===== config.mk =====
export PLATFORM = sky130hd
export DESIGN_NAME = seq_frame_tx
export DESIGN_NICKNAME = d
export VERILOG_FILES = /design/src/rtl/seq_frame_tx.sv
export SDC_FILE = /design/constraint.sdc
export NUM_CORES = 1
export LEC_CHECK = 0
export CORE_UTILIZATION = 49
export DETAILED_ROUTE_END_ITERATION = 6
export PLACE_DENSITY = 0.8
export RECOVER_POWER = 100
export SKIP_LAST_GASP = 1
export SLEW_MARGIN = 25
export SYNTH_ARGS = -nofsm -noshare
export SYNTH_HDL_FRONTEND = slang
export SYNTH_SLANG_ARGS = --single-unit

===== constraint.sdc =====
create_clock -name clk -period 1.38 [get_ports clk]
set_input_delay 0.276 -clock clk [delete_from_list [all_inputs] [get_ports clk]]
set_output_delay 0.276 -clock clk [all_outputs]
set_load 0.05 [all_outputs]

===== src/rtl/seq_frame_tx.sv =====
// Serial frame transmitter for the 1101 sync-pattern link.
// Emits sync word 1101, then the payload MSB-first. A 0 is stuffed after every 110 in the payload,
// so 1101 can only appear as the sync word. A gap of zeros follows each frame.
module seq_frame_tx #(
    parameter int unsigned DATA_W   = 8,
    parameter int unsigned IDLE_GAP = 2
) (
    input  logic              clk,
    input  logic              rst,
    input  logic              in_valid,
    output logic              in_ready,
    input  logic [DATA_W-1:0] in_data,
    output logic              dout,
    output logic              dout_valid,
    output logic              dout_stuff,
    output logic              frame_done
);

    localparam int unsigned CNT_W = $clog2(DATA_W + 1);
    localparam int unsigned GAP_W = $clog2(IDLE_GAP + 1);
    localparam logic [CNT_W-1:0] LAST_BIT  = CNT_W'(DATA_W - 1);
    localparam logic [GAP_W-1:0] GAP_LAST  = GAP_W'(IDLE_GAP);
    localparam logic [3:0]       SYNC_WORD = 4'b1101;

    typedef enum logic [1:0] {StIdle, StSync, StData, StGap} state_e;
    // Mirror of the receiver's overlapping 1101 detector state.
    typedef enum logic [1:0] {TrkInit, TrkOne, TrkOneOne, TrkOneOneZero} trk_e;

    state_e             state;
    trk_e               trk;
    logic [DATA_W-1:0]  shreg;
    logic [1:0]         sync_cnt;
    logic [CNT_W-1:0]   bit_cnt;
    logic [GAP_W-1:0]   gap_cnt;
    logic               sync_bit;

    // Detector transition; a 1 in state 110 is a hit and overlaps into state 1.
    function automatic trk_e trk_next(input trk_e s, input logic b);
        trk_e n;
        n = TrkInit;
        unique case (s)
            TrkInit:       n = b ? TrkOne    : TrkInit;
            TrkOne:        n = b ? TrkOneOne : TrkInit;
            TrkOneOne:     n = b ? TrkOneOne : TrkOneOneZero;
            TrkOneOneZero: n = b ? TrkOne    : TrkInit;
        endcase
        return n;
    endfunction

    // sync_cnt counts bits already sent, so 3 - sync_cnt selects the next sync bit MSB-first.
    assign sync_bit = SYNC_WORD[~sync_cnt];
    assign in_ready = (state == StIdle);

    // Frame sequencing with registered serial outputs and tracker update on every emitted bit.
    always_ff @(posedge clk) begin
        if (rst) begin
            state      <= StIdle;
            trk        <= TrkInit;
            shreg      <= '0;
            sync_cnt   <= '0;
            bit_cnt    <= '0;
            gap_cnt    <= '0;
            dout       <= 1'b0;
            dout_valid <= 1'b0;
            dout_stuff <= 1'b0;
            frame_done <= 1'b0;
        end else begin
            dout_stuff <= 1'b0;
            frame_done <= 1'b0;
            unique case (state)
                StIdle: begin
                    if (in_valid) begin
                        shreg      <= in_data;
                        dout       <= SYNC_WORD[3];
                        dout_valid <= 1'b1;
                        trk        <= trk_next(trk, SYNC_WORD[3]);
                        sync_cnt   <= 2'd1;
                        state      <= StSync;
                    end else begin
                        dout       <= 1'b0;
                        dout_valid <= 1'b0;
                        trk        <= trk_next(trk, 1'b0);
                    end
                end
                StSync: begin
                    dout     <= sync_bit;
                    trk      <= trk_next(trk, sync_bit);
                    sync_cnt <= sync_cnt + 2'd1;
                    if (sync_cnt == 2'd3) begin
                        bit_cnt <= '0;
                        state   <= StData;
                    end
                end
                StData: begin
                    if (trk == TrkOneOneZero) begin
                        // Stuffed zero: payload holds its position, detector falls back to init.
                        dout       <= 1'b0;
                        dout_stuff <= 1'b1;
                        trk        <= TrkInit;
                    end else begin
                        dout    <= shreg[DATA_W-1];
                        trk     <= trk_next(trk, shreg[DATA_W-1]);
                        shreg   <= shreg << 1;
                        bit_cnt <= bit_cnt + 1'b1;
                        if (bit_cnt == LAST_BIT) begin
                            frame_done <= 1'b1;
                            gap_cnt    <= '0;
                            state      <= StGap;
                        end
                    end
                end
                StGap: begin
                    // Entered while the last payload bit is on dout, so it lasts IDLE_GAP + 1 cycles.
                    dout       <= 1'b0;
                    dout_valid <= 1'b0;
                    trk        <= trk_next(trk, 1'b0);
                    if (gap_cnt == GAP_LAST) begin
                        state <= StIdle;
                    end else begin
                        gap_cnt <= gap_cnt + 1'b1;
                    end
                end
                default: state <= StIdle;
            endcase
        end
    end

endmodule


== Yosys cells after proc, flatten, opt, wreduce, memory -nomap -nowiden ==
Cells that the tools add are included.

* Add/subtract/negate cells: 3
* Magnitude comparators: 1
* Equality and inequality tests: 15
* Muxes and demuxes: 38
* Bitwise gates (word level): 2
* Reduce and logical (&&, ||, !) cells: 17

{| class="wikitable"
|+ Operators by type and width
! operator !! number
|-
| $mux 2 || 12
|-
| $mux 8 || 2
|-
| $pmux 2 s2 || 4
|-
| $pmux 2 s4 || 2
|-
| $pmux 8 s2 || 1
|-
| $eq 2x2->1 const B || 6
|-
| $ne 2x2->1 const B || 6
|-
| $pmux 2 s3 || 2
|-
| $reduce_bool 2->1 || 5
|-
| $mux 1 || 9
|-
| $mux 4 || 2
|-
| $pmux 4 s2 || 1
|-
| $reduce_and 3->1 || 2
|-
| $reduce_or 2->1 || 3
|-
| $reduce_or 3->1 || 2
|-
| $reduce_and 5->1 || 1
|-
| $add 2x1->2 const B || 2
|-
| $add 4x1->4 const B || 1
|-
| $eq 2x1->1 const B || 2
|-
| $eq 4x3->1 const B || 1
|-
| $logic_not 2->1 || 2
|-
| $pmux 1 s4 || 1
|-
| $reduce_and 4->1 || 1
|-
| $lt 2x3->1 const B || 1
|-
| other kinds (5) || 5
|}

* Bits in registers: 24
* Input port bits: 11
* Output and inout bits: 5
* Logic and storage cells: 86

== Logic depth before layout (Yosys ltp) ==
* Word-level depth: 6
* Depth in mapped cells: 8
* Gate-level depth less buffers: 6

== Worst setup path before layout ==
OpenSTA, ideal clock, no wires.

* Kind: register to register
* Start: register state[0]
* End: register shreg[7]
* Setup time: 0.079 ns
* Arrival time: 1.786 ns
* Data required time: 1.301 ns
* Path slack: -0.485 ns
* Cell stages (with the launch flop): 9
* Path buffers: 2
* Clock period less this slack: 1.865 ns
* Path through: dfxtp_1 > inv_1 > ha_1 > buf_2 > nor2_2 > nor3_4 > buf_6 > nor2_1 > a211oi_2

* Cells in the longest elaborated chain, start to end: 3
* Elaborated cells on any way between the ends: 7
* Those cells by class: eq/ne (3); mux (1); reduce/logical (3)

{| class="wikitable"
|+ RTL lines
! item !! RTL line !! text
|-
| start, declared || 29 || <nowiki>state_e state;</nowiki>
|-
| start signal, assigned || 57 || <nowiki>state <= StIdle;</nowiki>
|-
| start signal, assigned || 78 || <nowiki>state <= StSync;</nowiki>
|-
| start signal, assigned || 91 || <nowiki>state <= StData;</nowiki>
|-
| $logic_not 2->1 * || n/a ||
|-
| net in_ready || 11 || <nowiki>output logic in_ready,</nowiki>
|-
| $ne 2x2->1 (no source line) or $reduce_bool 2->1 (tied branches) || n/a ||
|-
| $reduce_and 3->1 (no source line) || n/a ||
|-
| end signal, assigned || 73 || <nowiki>shreg <= in_data;</nowiki>
|-
| end signal, assigned || 103 || <nowiki>shreg <= shreg << 1;</nowiki>
|-
| end, declared || 31 || <nowiki>logic [DATA_W-1:0] shreg;</nowiki>
|}

The timed path passes the listed nets; every way through them passes the cells marked *.
A chain may end at the register's enable or synchronous reset.

== Worst setup path after layout ==
* Start: register state[1]
* End: register state[1]

* Cells in the longest elaborated chain, start to end: 3
* Elaborated cells on any way between the ends: 11
* Those cells by class: eq/ne (8); mux (1); reduce/logical (2)

{| class="wikitable"
|+ RTL lines
! item !! RTL line !! text
|-
| $eq 2x2->1, or another cell as far along || 70 || <nowiki>unique case (state)</nowiki>
|-
| $ne 2x2->1 (no source line) || n/a ||
|-
| $reduce_and 5->1 (no source line) || n/a ||
|}

Several ways; a longest one is shown, not always the timed one.

==> results.toml <==
[sta]
slew_viol_final = 0
layout_setup_ws_ps = -227.7
rsz0062_at_grt = "true"
max_freq_mhz = 622.0
tightestPinTransition_ps = 363.6
max_slew_margin = 0.7568
setup_violations = 18
hold_slack_ps = 500.8
fin_crit_sh = 1.165
period_needed_ps = 1608
hold_viol = 0
finalClockSkew_ps = 4.186

[setup_path]
worst_ep_arrival_time_ps = 1840
r2r_slack_ps = -230
reg2reg_to = "state[1]"
startpoint_type = "flip-flop"
path_class = "flip-flop to flip-flop"
slowest_delay_ps = 410
r2r-start = "state[1]"
critPathRequiredTime_ps = 1610
rr_worst_depth = 6
setup.worst_path.start = "state[1]"
crit_chain = "inv_4 > ha_4 > and2b_2 > nor4b_4 > and2_4 > o31ai_2"
critPathCaptureType = "flip-flop"
crit_slowest_cell = "dfxtp_4"
worstPathMaxFanout = 4
crit_end = "state[1]"

[route]
post_drt_wl_per_cell_microns = 20.10
vias = 1424
finalWirelength_microns = 4843
first_pass_iters = 4
drc = 0
drtIter0Drc = 73
drtAntennaViolNets = 0
via_per_inst = 5.909

[floorplanning]
dieArea_sq_um = 3051
die_w_microns = 55.24
initial_core_util = 0.5409
num_rows = 18
chipHeight_microns = 55.24
ios = 16
coreArea_sq_um = 2567

[logic_synthesis]
avgSynthCellArea_sq_um = 8.846
yosysUniqueCellTypes = 38
ys_warn_count = 0
yosysSeqAreaShare = 0.3459
syn_nets = 180
syn_inst = 157
ys_ff_latch = 24
synth_area_sq_um = 1389

[clock_tree]
cts_tree = "done"
clock_sinks = 24
path_clk_slew_ps = 140
clockBufferDepth = 2
h-tree-depth = 1
clk_latency_ps = 330
cts_hold_buf = 0
cts_buffers = 3
root_buffer = "clkbuf_4"

[hold_path]
hp-class = "flip-flop to flip-flop"
hold_start = "gap_cnt[1]"

[placed_design]
preCtsSetupSlack_ps = -243.7
placed_cell_area_sq_um = 1877
io_buffers = 15
dp_hpwl_microns = 2488
gp_congestion = 0.8336

[pwr]
leakage_nw = 0.8963
ir_worst_vdd_mv = 2.095
power_density_nw_per_um2 = 2461

[outcome]
outcome = "finished with violations"
violations = "setup timing"

[grt]
grt_pass1_wl_microns = 6893
grt_max_degree = 15
grt_overflow = 0
grt_pass1_vias = 1427
globalRouteTotalUtil = 0.2904
antenna_found_initial = 0

[layout]
drive_gt1_frac = 0.4882
mostFrequentLayoutCell = "buf_4"
final_cell_mix = "32 x buf_4, 20 x dfxtp_1, 13 x nor2_1"
finish.instance_area_sq_um = 2206
antenna-diode-count = 0
area_growth_pct = 58.83
nFillCells = 122
nNetsFinal = 235

[run]
maxCapViolations = 0
-- sequential cells by signal, summed over array words and instances, names as in the netlist --
| signal | cells |
|---|---|
| dout_valid | 1 |
| trk | 2 |
| frame_done | 1 |
| sync_cnt | 2 |
| dout | 1 |
| gap_cnt | 2 |
| dout_stuff | 1 |
| state | 2 |
| shreg | 8 |
| bit_cnt | 4 |
-- synth_stat cells --
cell / instances / share of area
and2_4: 1 / 0.0063
a211o_1: 1 / 0.0063
nand2b_1: 8 / 0.036
ha_1: 12 / 0.11
buf_2: 2 / 0.0072
nand3b_1: 2 / 0.011
a22oi_1: 2 / 0.011
nand4_1: 2 / 0.0090
nand3_1: 2 / 0.0072
a2bb2oi_1: 1 / 0.0063
dfxtp_1: 24 / 0.35
inv_1: 10 / 0.027
a21oi_1: 10 / 0.036
mux2i_1: 8 / 0.058
a311oi_1: 1 / 0.0063
a211oi_1: 7 / 0.038
nor2b_1: 1 / 0.0045
o21a_1: 2 / 0.011
o22ai_1: 1 / 0.0045
or3_1: 1 / 0.0045
a221oi_2: 1 / 0.011
and2b_1: 2 / 0.011
nor3_4: 1 / 0.012
nor4b_1: 1 / 0.0063
o31ai_1: 2 / 0.011
o21ai_0: 7 / 0.025
nor4b_2: 1 / 0.011
buf_6: 2 / 0.016
a211oi_2: 3 / 0.027
nor2b_4: 1 / 0.0099
and2_1: 2 / 0.0090
a21boi_0: 2 / 0.011
nor2_2: 1 / 0.0045
nand2_1: 11 / 0.030
clkbuf_1: 3 / 0.0081
nor2_1: 16 / 0.043
nor4_1: 1 / 0.0045
nor3_1: 2 / 0.0072
-- kinds of logic after synthesis --
logic type / after synthesis / share of synthesized area
AOI/OAI and AO/OA: 40 / 0.2036
adders and majority gates: 12 / 0.1081
muxes: 8 / 0.05766
DFF: 24 / 0.3459
buffers and inverters: 17 / 0.05856
and+or+nand+nor: 56 / 0.2261
-- worst min path at each step --
stage	to	slack, ps	depth (start not counted)
6_report	gap_cnt[1]	500	2
3_5_place_dp	gap_cnt[1]	470	2
2_1_floorplan	dout_valid	420	2
3_3_place_gp	gap_cnt[1]	450	2
4_1_cts	gap_cnt[1]	490	2
5_1_grt	frame_done	520	1
-- area by class of cell --
class	count	area, sq um	share of cell area
clock buffer	3	22.52	0.01021
clock inverter	1	30.03	0.01361
inverter	10	42.54	0.01929
multi-input combinational	116	1075	0.4872
sequential	24	493.0	0.2235
tap	30	37.54	0.01702
timing repair buffer	57	505.5	0.2292
-- routing by layer --
metal	track usage	share of wire	wire length, microns
met5	0	0	0
met4	0.09643	0.020	99
met3	0.05855	0.040	195
met2	0.5370	0.54	2633
met1	0.3289	0.40	1914
-- metrics by stage --
step	utilization	std cells	TNS, ps	power [mW]
final	0.8592	241	-2494	5.429
after global routing	0.8592	241	-3362	5.695
after CTS	0.8460	239	-1425	4.984
after detailed placement	0.7310	227	-3225	3.746
after global placement	0.7310	227	-2366	3.628
after floorplan	-	157	-1253	2.796
-- what timing repair did --
action | 4_1_cts | 5_1_grt
gates cloned | 1 | 0
resized for setup | 38 | 27
pin swaps | 22 | 12
setup buffers | 7 | 4
setup endpoints to repair | 21 | 22
-- worst max-delay path: cells and delay by family (launching register included) --
kind / cells / cell delay (ps)
and+or+nand+nor: 3 / 830
DFF: 1 / 410
adders and majority gates: 1 / 170
buffers and inverters: 1 / 60
AOI/OAI and AO/OA: 1 / 60
-- where the power goes --
| part | switching [mW] | leakage (nW) | internal, mW | total (mW) |
|---|---|---|---|---|
| registers | 0.238 | 0.199 | 0.953 | 1.19 |
| logic | 1.83 | 0.669 | 1.89 | 3.72 |
| clock network | 0.229 | 0.0279 | 0.294 | 0.523 |
| total | 2.30 | 0.896 | 3.13 | 5.43 |
Power figures use the tool's default switching activity.
